## src/rtl/heap_sort_sequencer.sv

```systemverilog
// Heap-sort sequencer: collects a signed burst, heapifies it into a min-heap,
// then streams it out in ascending order with one sift level per clock.
module heap_sort_sequencer #(
    parameter int unsigned WIDTH = 32,
    parameter int unsigned DEPTH = 5,
    parameter int unsigned CW    = 16
) (
    input  logic             system1000,
    input  logic             system1000_rstn,
    input  logic             in_valid,
    output logic             in_ready,
    input  logic [WIDTH-1:0] in_data,
    input  logic             in_last,
    output logic             out_valid,
    input  logic             out_ready,
    output logic [WIDTH-1:0] out_data,
    output logic             out_last,
    output logic             busy,
    output logic [CW-1:0]    count
);

    typedef enum logic [1:0] {
        S_LOAD    = 2'd0,
        S_HEAPIFY = 2'd1,
        S_EMIT    = 2'd2,
        S_SIFT    = 2'd3
    } state_e;

    state_e                  state_q, state_d;
    logic signed [WIDTH-1:0] heap_q [DEPTH];
    logic signed [WIDTH-1:0] heap_d [DEPTH];
    logic [CW-1:0]           count_q, count_d;
    logic [CW-1:0]           j_q, j_d;
    logic [CW-1:0]           i_q, i_d;
    logic                    in_ready_q, out_valid_q, out_last_q, busy_q;
    logic [WIDTH-1:0]        out_data_q;

    logic [CW-1:0]           l_idx, r_idx, m_idx, last_idx;
    logic signed [WIDTH-1:0] j_val, l_val, r_val, m_val, last_val;
    logic                    sift_done;

    // One sift step at node j: find the smallest of j and its live children.
    always_comb begin
        l_idx    = (j_q << 1) + CW'(1);
        r_idx    = (j_q << 1) + CW'(2);
        last_idx = count_q - CW'(1);
        j_val    = '0;
        l_val    = '0;
        r_val    = '0;
        last_val = '0;
        for (int k = 0; k < int'(DEPTH); k++) begin
            if (j_q == CW'(k))      j_val    = heap_q[k];
            if (l_idx == CW'(k))    l_val    = heap_q[k];
            if (r_idx == CW'(k))    r_val    = heap_q[k];
            if (last_idx == CW'(k)) last_val = heap_q[k];
        end
        m_idx = j_q;
        m_val = j_val;
        // Strict less-than: ties keep the parent, and equal children keep L.
        if ((l_idx < count_q) && (l_val < m_val)) begin
            m_idx = l_idx;
            m_val = l_val;
        end
        if ((r_idx < count_q) && (r_val < m_val)) begin
            m_idx = r_idx;
            m_val = r_val;
        end
        sift_done = (m_idx == j_q);
    end

    // Next-state and datapath updates.
    always_comb begin
        state_d = state_q;
        heap_d  = heap_q;
        count_d = count_q;
        j_d     = j_q;
        i_d     = i_q;
        case (state_q)
            S_LOAD: begin
                if (in_valid) begin
                    for (int k = 0; k < int'(DEPTH); k++) begin
                        if (count_q == CW'(k)) heap_d[k] = in_data;
                    end
                    count_d = count_q + CW'(1);
                    if (in_last || (count_d == CW'(DEPTH))) begin
                        state_d = S_HEAPIFY;
                        i_d     = (count_d >> 1) - CW'(1);
                        j_d     = i_d;
                    end
                end
            end
            S_HEAPIFY: begin
                if (count_q < CW'(2)) begin
                    state_d = S_EMIT;
                end else if (sift_done) begin
                    if (i_q == '0) begin
                        state_d = S_EMIT;
                    end else begin
                        i_d = i_q - CW'(1);
                        j_d = i_q - CW'(1);
                    end
                end else begin
                    for (int k = 0; k < int'(DEPTH); k++) begin
                        if (j_q == CW'(k))   heap_d[k] = m_val;
                        if (m_idx == CW'(k)) heap_d[k] = j_val;
                    end
                    j_d = m_idx;
                end
            end
            S_EMIT: begin
                if (out_ready) begin
                    if (count_q == CW'(1)) begin
                        count_d = '0;
                        state_d = S_LOAD;
                    end else begin
                        heap_d[0] = last_val;
                        count_d   = count_q - CW'(1);
                        j_d       = '0;
                        state_d   = S_SIFT;
                    end
                end
            end
            S_SIFT: begin
                if (sift_done) begin
                    state_d = S_EMIT;
                end else begin
                    for (int k = 0; k < int'(DEPTH); k++) begin
                        if (j_q == CW'(k))   heap_d[k] = m_val;
                        if (m_idx == CW'(k)) heap_d[k] = j_val;
                    end
                    j_d = m_idx;
                end
            end
            default: state_d = S_LOAD;
        endcase
    end

    // State, heap and registered handshake outputs.
    always_ff @(posedge system1000 or negedge system1000_rstn) begin
        if (!system1000_rstn) begin
            state_q     <= S_LOAD;
            count_q     <= '0;
            j_q         <= '0;
            i_q         <= '0;
            for (int k = 0; k < int'(DEPTH); k++) heap_q[k] <= '0;
            in_ready_q  <= 1'b1;
            out_valid_q <= 1'b0;
            out_last_q  <= 1'b0;
            busy_q      <= 1'b0;
            out_data_q  <= '0;
        end else begin
            state_q     <= state_d;
            count_q     <= count_d;
            j_q         <= j_d;
            i_q         <= i_d;
            heap_q      <= heap_d;
            in_ready_q  <= (state_d == S_LOAD);
            out_valid_q <= (state_d == S_EMIT);
            out_last_q  <= (state_d == S_EMIT) && (count_d == CW'(1));
            busy_q      <= (state_d != S_LOAD);
            out_data_q  <= heap_d[0];
        end
    end

    assign in_ready  = in_ready_q;
    assign out_valid = out_valid_q;
    assign out_data  = out_data_q;
    assign out_last  = out_last_q;
    assign busy      = busy_q;
    assign count     = count_q;

endmodule

```

## config.mk

```make
export PLATFORM = sky130hd
export DESIGN_NAME = heap_sort_sequencer
export DESIGN_NICKNAME = d
export VERILOG_FILES = /design/src/rtl/heap_sort_sequencer.sv
export SDC_FILE = /design/constraint.sdc
export NUM_CORES = 1
export LEC_CHECK = 0
export CORE_MARGIN = 4
export CORE_UTILIZATION = 45
export DETAILED_ROUTE_END_ITERATION = 7
export DONT_BUFFER_PORTS = 1
export GPL_TIMING_DRIVEN = 0
export PLACE_DENSITY_LB_ADDON = 0.15
export SYNTH_ARGS = -nofsm -noshare
export SYNTH_HDL_FRONTEND = slang
export SYNTH_SLANG_ARGS = --single-unit
```

## constraint.sdc

```tcl
create_clock -name system1000 -period 16.9 [get_ports system1000]
set_clock_uncertainty 0.1 [all_clocks]
set_input_delay 0.845 -clock system1000 [delete_from_list [all_inputs] [get_ports system1000]]
set_output_delay 0.845 -clock system1000 [all_outputs]
set_load 0.005 [all_outputs]
```

# Word level (Yosys, flattened, before mapping)
# Cells that the tools add are included.
dict set report word_totals {
  reg_bits 214
  latch_bits 0
  mem_bits_rw 0
  romBits 0
  input_bits 37
  out_inout_bits 52
  word_cells 164
  mem_count 0
}
dict set report classes {
  addsub 6
  mul 0
  div 0
  order_cmp 5
  eq_ne 46
  shifts 0
  mux 71
  bitwise_logic 0
  reduce_logical 23
}
# cell n
set ops {}
lappend ops {{$mux 32} 39}
lappend ops {{$mux 160} 3}
lappend ops {{$pmux 128 s3} 1}
lappend ops {{$mux 16} 15}
lappend ops {{$eq 16x2->1 const B} 12}
lappend ops {{$pmux 32 s4} 1}
lappend ops {{$eq 16x1->1 const B} 7}
lappend ops {{$eq 16x3->1 const B} 7}
lappend ops {{$logic_not 16->1} 7}
lappend ops {{$lt 32x32->1} 2}
lappend ops {{$pmux 16 s2} 2}
lappend ops {{$pmux 16 s4} 1}
lappend ops {{$add 16x1->16 const B} 2}
lappend ops {{$lt 16x16->1} 2}
lappend ops {{$sub 16x1->16 const B} 2}
lappend ops {{$ne 2x2->1 const B} 13}
lappend ops {{$add 16x2->16 const B} 1}
lappend ops {{$eq 16x16->1} 1}
lappend ops {{$lt 16x2->1 const B} 1}
lappend ops {{$mux 2} 8}
lappend ops {{$reduce_and 4->1} 4}
lappend ops {{$sub 15x1->16 const B} 1}
lappend ops {{$reduce_and 6->1} 2}
lappend ops {{$pmux 2 s4} 1}
lappend ops {{other kinds (10)} 16}

# Depth between registers and ports, before layout
# Gate-level depths: netlist of the first run.
dict set report depth {
  depth_word 19
  mapped_depth 41
  ltp_nobuf 33
}

# Worst setup path before layout of the first run
# OpenSTA, ideal clock, no wires.
dict set report synth_path {
  kind {register to register}
  startpoint {register j_q[4]}
  endpoint {register out_data_q[0], in the netlist out_data[0]}
  setup_ps 128
  t_arrival_ps 9011
  required_ps 16672
  slack_ps 7662
  path_stages_with_launch 38
  n_path_buf 9
  synth_period_minus_slack_ps 9238
  path_cell_list {dfrtp_1 buf_2 nor4_2 nand4_2 nor3_1 clkbuf_1 clkbuf_1 buf_1 buf_1 a211oi_1 a21oi_1 a21oi_1 ha_1 a211oi_1 o211ai_1 a221oi_1 o21ai_0 or3_1 (+2 left out) clkbuf_1 o21ai_0 ha_1 nand4_1 nor4_1 o21ai_0 or2_2 and4b_1 or2_2 a21oi_4 mux2_2 or4b_1 buf_2 nand2_1 a21oi_1 or3_1 buf_2 mux2_1}
}
dict set report synth_via {
  elab_chain_len 18
  word_cells_on_any_way 49
  cone_classes {add/sub: 2; order compare: 4; eq/ne: 13; mux: 24; reduce/logical: 6}
}
# item line_no
set synth_lines {}
lappend synth_lines {{from (decl)} 33} ;# logic [CW-1:0] j_q, j_d;
lappend synth_lines {{from (signal assigned)} 154} ;# j_q <= j_d;
lappend synth_lines {{$add 16x1->16} 44} ;# l_idx = (j_q << 1) + CW'(1);
lappend synth_lines {{$logic_not 16->1} 53} ;# if (l_idx == CW'(k)) l_val = heap_q[k];
lappend synth_lines {{$mux 32 (5 in a row)} 53}
lappend synth_lines {{$lt 32x32->1} 60} ;# if ((l_idx < count_q) && (l_val < m_val)) begin
lappend synth_lines {{$logic_and 1x1->1} 60}
lappend synth_lines {{$mux 32} 60}
lappend synth_lines {{$lt 32x32->1} 64} ;# if ((r_idx < count_q) && (r_val < m_val)) begin
lappend synth_lines {{$logic_and 1x1->1} 64}
lappend synth_lines {{$mux 16 / $mux 32 (equally long branches)} 64}
lappend synth_lines {{$logic_not 16->1 / $mux 32 (equally long branches)} n/a}
lappend synth_lines {{$mux 32} 129} ;# if (m_idx == CW'(k)) heap_d[k] = j_val;
lappend synth_lines {{$mux 160 (*)} 124} ;# if (sift_done) begin
lappend synth_lines {{$mux 160} 93} ;# if (count_q < CW'(2)) begin
lappend synth_lines {{$pmux 32 s4 (*)} 78} ;# case (state_q)
lappend synth_lines {{to (signal assigned)} 161} ;# out_data_q <= heap_d[0];
lappend synth_lines {{to (decl)} 36} ;# logic [WIDTH-1:0] out_data_q;
# Mark *: on every way between the ends. The rest lies on a longest branch, timed or not. The select of a mux whose other input is x is not followed.
# A chain may end at the register's enable or synchronous reset.

# Worst setup path in the final report of the first run
dict set report layout_path {
  startpoint {register j_q[1]}
  endpoint {register j_q[5]}
}
dict set report layout_via {
  elab_chain_len 17
  word_cells_on_any_way 49
  cone_classes {add/sub: 2; order compare: 4; eq/ne: 15; mux: 22; reduce/logical: 6}
}
# item line_no
set layout_lines {}
lappend layout_lines {{$add 16x1->16} 44}
lappend layout_lines {{$logic_not 16->1} 53}
lappend layout_lines {{$mux 32 (5 in a row)} 53}
lappend layout_lines {{$lt 32x32->1} 60}
lappend layout_lines {{$logic_and 1x1->1} 60}
lappend layout_lines {{$mux 32} 60}
lappend layout_lines {{$lt 32x32->1} 64}
lappend layout_lines {{$logic_and 1x1->1} 64}
lappend layout_lines {{$mux 16} 64}
lappend layout_lines {{$eq 16x16->1} 68} ;# sift_done = (m_idx == j_q);
lappend layout_lines {{$mux 16} 95} ;# end else if (sift_done) begin
lappend layout_lines {{$mux 16} 93}
lappend layout_lines {{$pmux 16 s4} 78}
# Several ways; a longest one is shown, not always the timed one. The select of a mux whose other input is x is not followed.

==> impl_results.md, run 1 <==
* Status: finished with violations
* Failing checks: DRC, setup timing
* Req. time, crit path at between 15 and 20 ns
* HPWL after DPL at around 74000 um
* Global-route usage over all layers at about two fifths
* Slew Viols, Final at 0
* Setup-violating endpoint count in the final report at slightly above 90
* CTS Root Cell: clkbuf_16
* Kind of critical path: reg2reg
* Final-stage net count at around 3000
* Layout cells sized above 1 at 5.43%
* P_leak at roughly 0.011 uW
* TritonCTS Buffers at 29
* Bufs on Longest Clock Path at 3
* Min Clock Period, post-route at ~17 ns
* Crit start category: flip-flop
* Die H at 229 um
* Yosys warnings at 0
* DR iter-0 viols at between 4000 and 5000
* Mapped Area at about 0.022 mm2
* # diodes at 0
* Layout Utilization at between 40 and 50%
* Vias/cell at approximately 6.9
* Pwr dens at roughly 170 mW/mm2
* Most Frequent Cell on Critical Path: clkbuf_1
* Worst Tran Pin Value at about 1.4 ns
* Crit-path slowest cell: nor4_1
* Core box area at 0.0481 mm2
* # Max-Cap Violations at 0
* DR vias at about 24000
* Depth of the CTS H-tree at 1
* Worst r2r dst: j_q[5]
* Die W at about 230 um
* Relative slew slack at ~6.1%
* Share of the synthesized area in the top cell type at approximately a quarter
* FF-to-FF Start: j_q[1]
* Tcrit/Tclk final at 102%
* Synth Instances at between 2000 and 3000
* WL/cell at approximately 30 um
* Syn_area_per_cell at between 7 and 8 um2
* Setup ws final at -0.260 ns
* Clk sinks at between 200 and 250
* Post-synth EDFFs at 0
* Post-CTS Setup Inserts at 0
* Worst-Skew Late Latency at approximately 0.61 ns
* Total global routing overflow at 0
* RSZ-0062 raised after global routing: no
* Initial antenna violation count at 5
* Die Area at around 0.053 mm2
* Synth area leader: dfrtp_1
* Met1 usage in global routing at between 50% and 60%
* Worst Path Arrival at around 18 ns
* Asr flop ratio synth at between 90% and 100%
* Vias in the first global route at between 20000 and 25000
* First-pass iteration count of the detailed router at 8
* Seq/Total Area, Yosys at ~24%
* Worst hold path class: in2async
* First-pass GRT wire length at 154000 um
* CTS tree: built
* Place WS at approximately 0.84 ns
* Crit-path max FO at 10
* Initial Utilization at 45.8%
* Largest net degree at the start of global routing at roughly 210
* Area grow syn2layout at 8.38%
* Worst-path clk slew at roughly 0.06 ns
* # IOs at 89
* Number of I/O port buffers at 0
* Num rows at 80
* Top_reg_cell synth: dfrtp_1
* R2R setup slack at -0.26 ns
* M2 GR Usage at 53.8%
* Antenna Nets Post-Route at 0
* Hold_ws at 0.174 ns
* Critical path capture point type: flip-flop
* WL final at 107000 um
* Syn_nets at 2977
* Maximum VDD drop at ~0.15 mV
* Most used routing layer in global routing: met1
* GPL Wtd Cong at 1.03
* Crit-path max cell delay at around 1.1 ns
* DRC viols at 1
* #FFs+latches synth at roughly 210
* GR Util met3 at approximately 13%
* Main area contributors after synthesis: dfrtp_1, mux2i_1, a21oi_1
* Max Freq at 58.3 MHz
* Worst R2R Path Depth at 37
* Post-synth cell types at 83
* Final hold vios at 0
kinds of logic after synthesis:
logic type | synth area share (%)
AOI/OAI and AO/OA | 26.3
DFF | 24.3
and+or+nand+nor | 15.4
xor gates and xnor gates | 2.58
adders and majority gates | 6.01
muxes | 16.5
buffers and inverters | 8.83
layout make-up:
class	count	area, um2
Multi-Input combinational cell	2154	14800
Clock buffer	48	897
Inverter	210	788
Fill cell	4746	24200
Buffer	256	1170
Sequential cell	214	5360
Clock inverter	5	57.6
Timing Repair Buffer	3	48.8
Tap cell	656	821
worst max-delay path, delay by kind of cell (launching register included):
family                   cells  cell delay, ns
multiplexers                 1            0.29
buffers and inverters       10            5.92
AO/OA/AOI/OAI               14            4.72
flip-flops                   1            0.54
AND/OR/NAND/NOR              9            4.25
adder cells (fa/ha/maj)      3            1.17
metal layers:
metal	wire length [um]	share of wire, %	up-vias
li1	-	-	10366
met1	43700	41	11708
met2	42700	40	1926
met3	15200	14	366
met4	5420	5.1	4
met5	32	0.030	-
worst max-delay path by stage:
stage,endpoint,slack (ns),cells after the start,startpoint
2_1_floorplan,out_data[0],7.66,37,j_q[4]
3_3_place_gp,j_q[5],1.16,37,j_q[1]
3_5_place_dp,j_q[5],0.84,37,j_q[1]
4_1_cts,j_q[5],0.81,37,j_q[1]
5_1_grt,j_q[5],0.28,37,j_q[1]
6_report,j_q[5],-0.26,37,j_q[1]
metrics by stage:
step	TNS, ns	instance area [um2]	std cells	total power (uW)
6_report	-7.69	23900	3546	4130
3_3_place_gp	0	22900	3490	3310
3_5_place_dp	0	22900	3490	3350
2_1_floorplan	0	22100	2834	2490
4_1_cts	0	23900	3545	4000
5_1_grt	0	23900	3546	4310
flip-flops by register name, summed over array words and instances, names as in the netlist:
signal,count
heap_q,128
out_last,1
busy,1
j_q,16
out_valid,1
state_q,2
i_q,16
in_ready,1
out_data,32
count,16
cell usage after synthesis (12+ instances only):
| cell | instances |
|---|---|
| a21o_1 | 12 |
| o221ai_1 | 12 |
| dfrtp_1 | 213 |
| a21oi_1 | 364 |
| buf_4 | 35 |
| nor2_1 | 226 |
| buf_2 | 36 |
| xor2_1 | 17 |
| and3_1 | 12 |
| mux2i_1 | 358 |
| a221oi_1 | 54 |
| xnor2_1 | 48 |
| a211oi_1 | 92 |
| o21ai_0 | 109 |
| nand4_1 | 21 |
| a22o_1 | 34 |
| o211ai_1 | 44 |
| a22oi_1 | 79 |
| buf_1 | 24 |
| or3_1 | 16 |
| inv_1 | 205 |
| nand2_1 | 211 |
| nor3_1 | 53 |
| clkbuf_1 | 158 |
| nand3_1 | 58 |
| nor2b_1 | 39 |
| nor4_1 | 17 |
| and2_1 | 12 |
| a31oi_1 | 13 |
| ha_1 | 106 |
cells in the final DEF, fill, tap and decap left out, drive strengths merged, types with 16 or more instances in the layout:
cell,count
clkbuf,205
inv,207
a22oi,79
xor2,17
nand2,211
buf,100
a22o,34
nand3,58
o211ai,44
or3,16
o21ai,112
a211oi,92
a221oi,54
ha,106
nor2b,39
xnor2,48
mux2i,358
nor4,24
a21oi,365
dfrtp,213
nand4,24
nor3,55
nor2,227
what timing repair did:
item / CTS / global route
hold endpoints to repair: 213 / 0
hold buffers: 2 / 0
endpoints found under the setup margin: 0 / 1
gates resized for setup: 0 / 3
power by group:
group	total, uW	switching, uW	internal, uW
Clock	644	270	374
Combinational	2490	1680	817
Sequential	994	284	710
Total	4130	2230	1900
Power figures use the tool's default switching activity.
==> inputs of run 2 (changes only) <==
--- a/config.mk
+++ b/config.mk
@@ -5,12 +5,14 @@
 export SDC_FILE = /design/constraint.sdc
 export NUM_CORES = 1
 export LEC_CHECK = 0
+export CAP_MARGIN = 20
 export CORE_MARGIN = 4
 export CORE_UTILIZATION = 45
 export DETAILED_ROUTE_END_ITERATION = 7
 export DONT_BUFFER_PORTS = 1
 export GPL_TIMING_DRIVEN = 0
 export PLACE_DENSITY_LB_ADDON = 0.15
+export REMOVE_ABC_BUFFERS = 1
 export SYNTH_ARGS = -nofsm -noshare
 export SYNTH_HDL_FRONTEND = slang
 export SYNTH_SLANG_ARGS = --single-unit
==> run 2 against run 1 <==
The flow now finishes without violations. Sequential cell count did not move. Via count shrank 9.1%. Worst hold slack improved by 0.079 ns. Critical path type unchanged. Largest power group unchanged.
==> impl_results.md, run 2 (synthesized netlist as in run 1, its figures left out) <==
* Initial Utilization at 45.8% (unchanged)
* Max Freq at 74.3 MHz (+28%)
* Largest net degree at the start of global routing at 214 (unchanged)
* Total global routing overflow at 0 (unchanged)
* Min Clock Period, post-route at 13.46 ns (-3.70 ns)
* Crit start category: flip-flop
* Crit-path max cell delay at 0.85 ns (-0.22 ns)
* Num rows at 80 (unchanged)
* Layout cells sized above 1 at 6.57% (+1.1 points)
* Worst-Skew Late Latency at 0.62 ns (about the same)
* Global-route usage over all layers at 30.5% (-8.1 points)
* Worst-path clk slew at 0.06 ns (about the same)
* # IOs at 89 (unchanged)
* Most common cell after layout, fill and taps aside: a21oi_1
* Max reg flops at 128 (unchanged)
* Vias/cell at 6.61 (-3.8%)
* HPWL after DPL at 56100 um (-24%)
* RSZ-0062 raised after global routing: no
* Setup TNS at 0 ns (+7.69 ns)
* Area grow syn2layout at 8.50%
* Setup-violating endpoint count in the final report at 0 (-100%)
* Bufs on Longest Clock Path at 3 (unchanged)
* R2R setup slack at 3.44 ns (+3.70 ns)
* Critical path capture point type: flip-flop
* Post-cts sizing count at 0 (unchanged)
* Core box area at 0.0481 mm2 (unchanged)
* Largest reg by FF count: heap_q
* First-pass iteration count of the detailed router at 5 (-3)
* Slew Viols, Final at 0 (unchanged)
* Sw Share at 50.7% (-3.3 points)
* DR vias at 22154 (-9.1%)
* Die Area at 0.0527 mm2 (unchanged)
* Number of I/O port buffers at 0 (unchanged)
* Initial antenna violation count at 0 (-5)
* P_leak at 0.0112 uW (+0.20%)
* # Max-Cap Violations at 0 (unchanged)
* Depth of the CTS H-tree at 1 (unchanged)
* Non-filler instance count after layout at 3350 (-5.5%)
* Logic gate share of total power at 55.8% (-4.6 points)
* WL final at 83500 um (-22%)
* Maximum VDD drop at 0.175 mV (+19%)
* Pint at 1920 uW (+0.96%)
* Kind of critical path: reg2reg
* DRC viols at 0 (-1)
* WL/cell at 24.9 um (-17%)
* Req. time, crit path at 17.29 ns (about the same)
* Final hold vios at 0 (unchanged)
* Cells after DPL at 3294 (-5.6%)
* Worst Tran Pin Value at 1.24 ns (-0.164 ns)
* Status: completed
* Switch Pwr at 1970 uW (-12%)
* CTS Root Cell: clkbuf_16
* Antenna Nets Post-Route at 0 (unchanged)
* Tcrit/Tclk final at 79.6% (-22 points)
* CTS Hold Bufs at 2 (unchanged)
* Relative slew slack at 17.1% (+11 points)
* TritonCTS Buffers at 29 (unchanged)
* Clock share of power at 17.4% (+1.8 points)
* Seq pwr share at 26.8% (+2.7 points)
* Pwr dens at 163 mW/mm2 (-5.9%)
* Leading cell types in the layout, fill and taps excluded: a21oi_1, mux2i_1, nor2_1
* Worst Path Arrival at 13.85 ns (-3.69 ns)
* Final-stage net count at 2816 (-6.5%)
* Crit-path max FO at 63 (+53)
* Die H at 229 um (unchanged)
* Die W at 229 um (unchanged)
* CTS tree: built
* GPL Wtd Cong at 0.911 (-12%)
* Worst hold path class: in2async
* Crit-path slowest cell: and2_4
* Most Frequent Cell on Critical Path: nor2_1
* DR iter-0 viols at 2646 (-37%)
* # diodes at 0 (unchanged)
* Vias in the first global route at 21474 (-6.2%)
* First-pass GRT wire length at 129000 um (-17%)
* Post-CTS Setup Inserts at 0 (unchanged)
* Clk sinks at 214 (unchanged)
[run 2: changes by cell type in the layout (fill, tap and decap cells not counted), sizes merged]
cell / change
clkbuf: -164
buf: -37
clkinv: +4
bufinv: +2
clkdlybuf4s15: -1
clkinvlp: +1
inv: -1
[run 2: routing by layer]
layer,vias to the layer above,global-route usage [%],routed length [um]
li1,9978,-,-
met1,10707,41.2,34800
met2,1206,47.3,36800
met3,263,6.77,8280
met4,0,12.3,3650
met5,-,0,0
[run 2: cell type report]
class | count | area (um2)
Tap cell | 656 | 821
Clock inverter | 11 | 148
Clock buffer | 41 | 871
Timing Repair Buffer | 64 | 1030
Fill cell | 4635 | 24200
Multi-Input combinational cell | 2154 | 14900
Sequential cell | 214 | 5360
Inverter | 210 | 788
[run 2: power groups by stage]
stage	Combinational [uW]	Clock, uW	Sequential (uW)
6_report	2170	678	1040
5_1_grt	2370	708	1070
3_5_place_dp	2100	0	1040
3_3_place_gp	1910	0	1070
2_1_floorplan	1410	0	949
4_1_cts	2130	686	1030
[run 2: worst paths after layout]
path | cells past startpoint | endpoint | start
setup / recovery | 33 | j_q[5] | j_q[9]
setup reg to reg | 33 | j_q[5] | j_q[9]
hold reg to reg | 1 | i_q[1] | i_q[1]
max in group asynchronous | 1 | state_q[1] | system1000_rstn
min in group system1000 | 3 | count[1] | out_ready
hold / removal | 1 | j_q[13] | system1000_rstn
[run 2: critical path: cells and delay by family, from the launching register on]
kind / cells / cell delay [ns]
simple gates: 14 / 6.57
mux: 1 / 0.37
buf+inv: 2 / 0.56
flops: 1 / 0.57
compound gates: 14 / 4.27
fa+ha+maj: 2 / 0.82
[run 2: stage by stage]
stage	area, um2	utilization (%)	power, uW	setup slack (ns)	hold WS [ns]
after floorplan	20900	-	2360	-2.00	0.379
after global placement	21700	45.1	2980	-14.61	0.403
after detailed placement	22800	47.5	3140	3.71	0.417
after CTS	23900	49.6	3850	3.68	0.354
after global routing	23900	49.7	4150	2.70	0.357
final	23900	49.7	3890	3.44	0.253
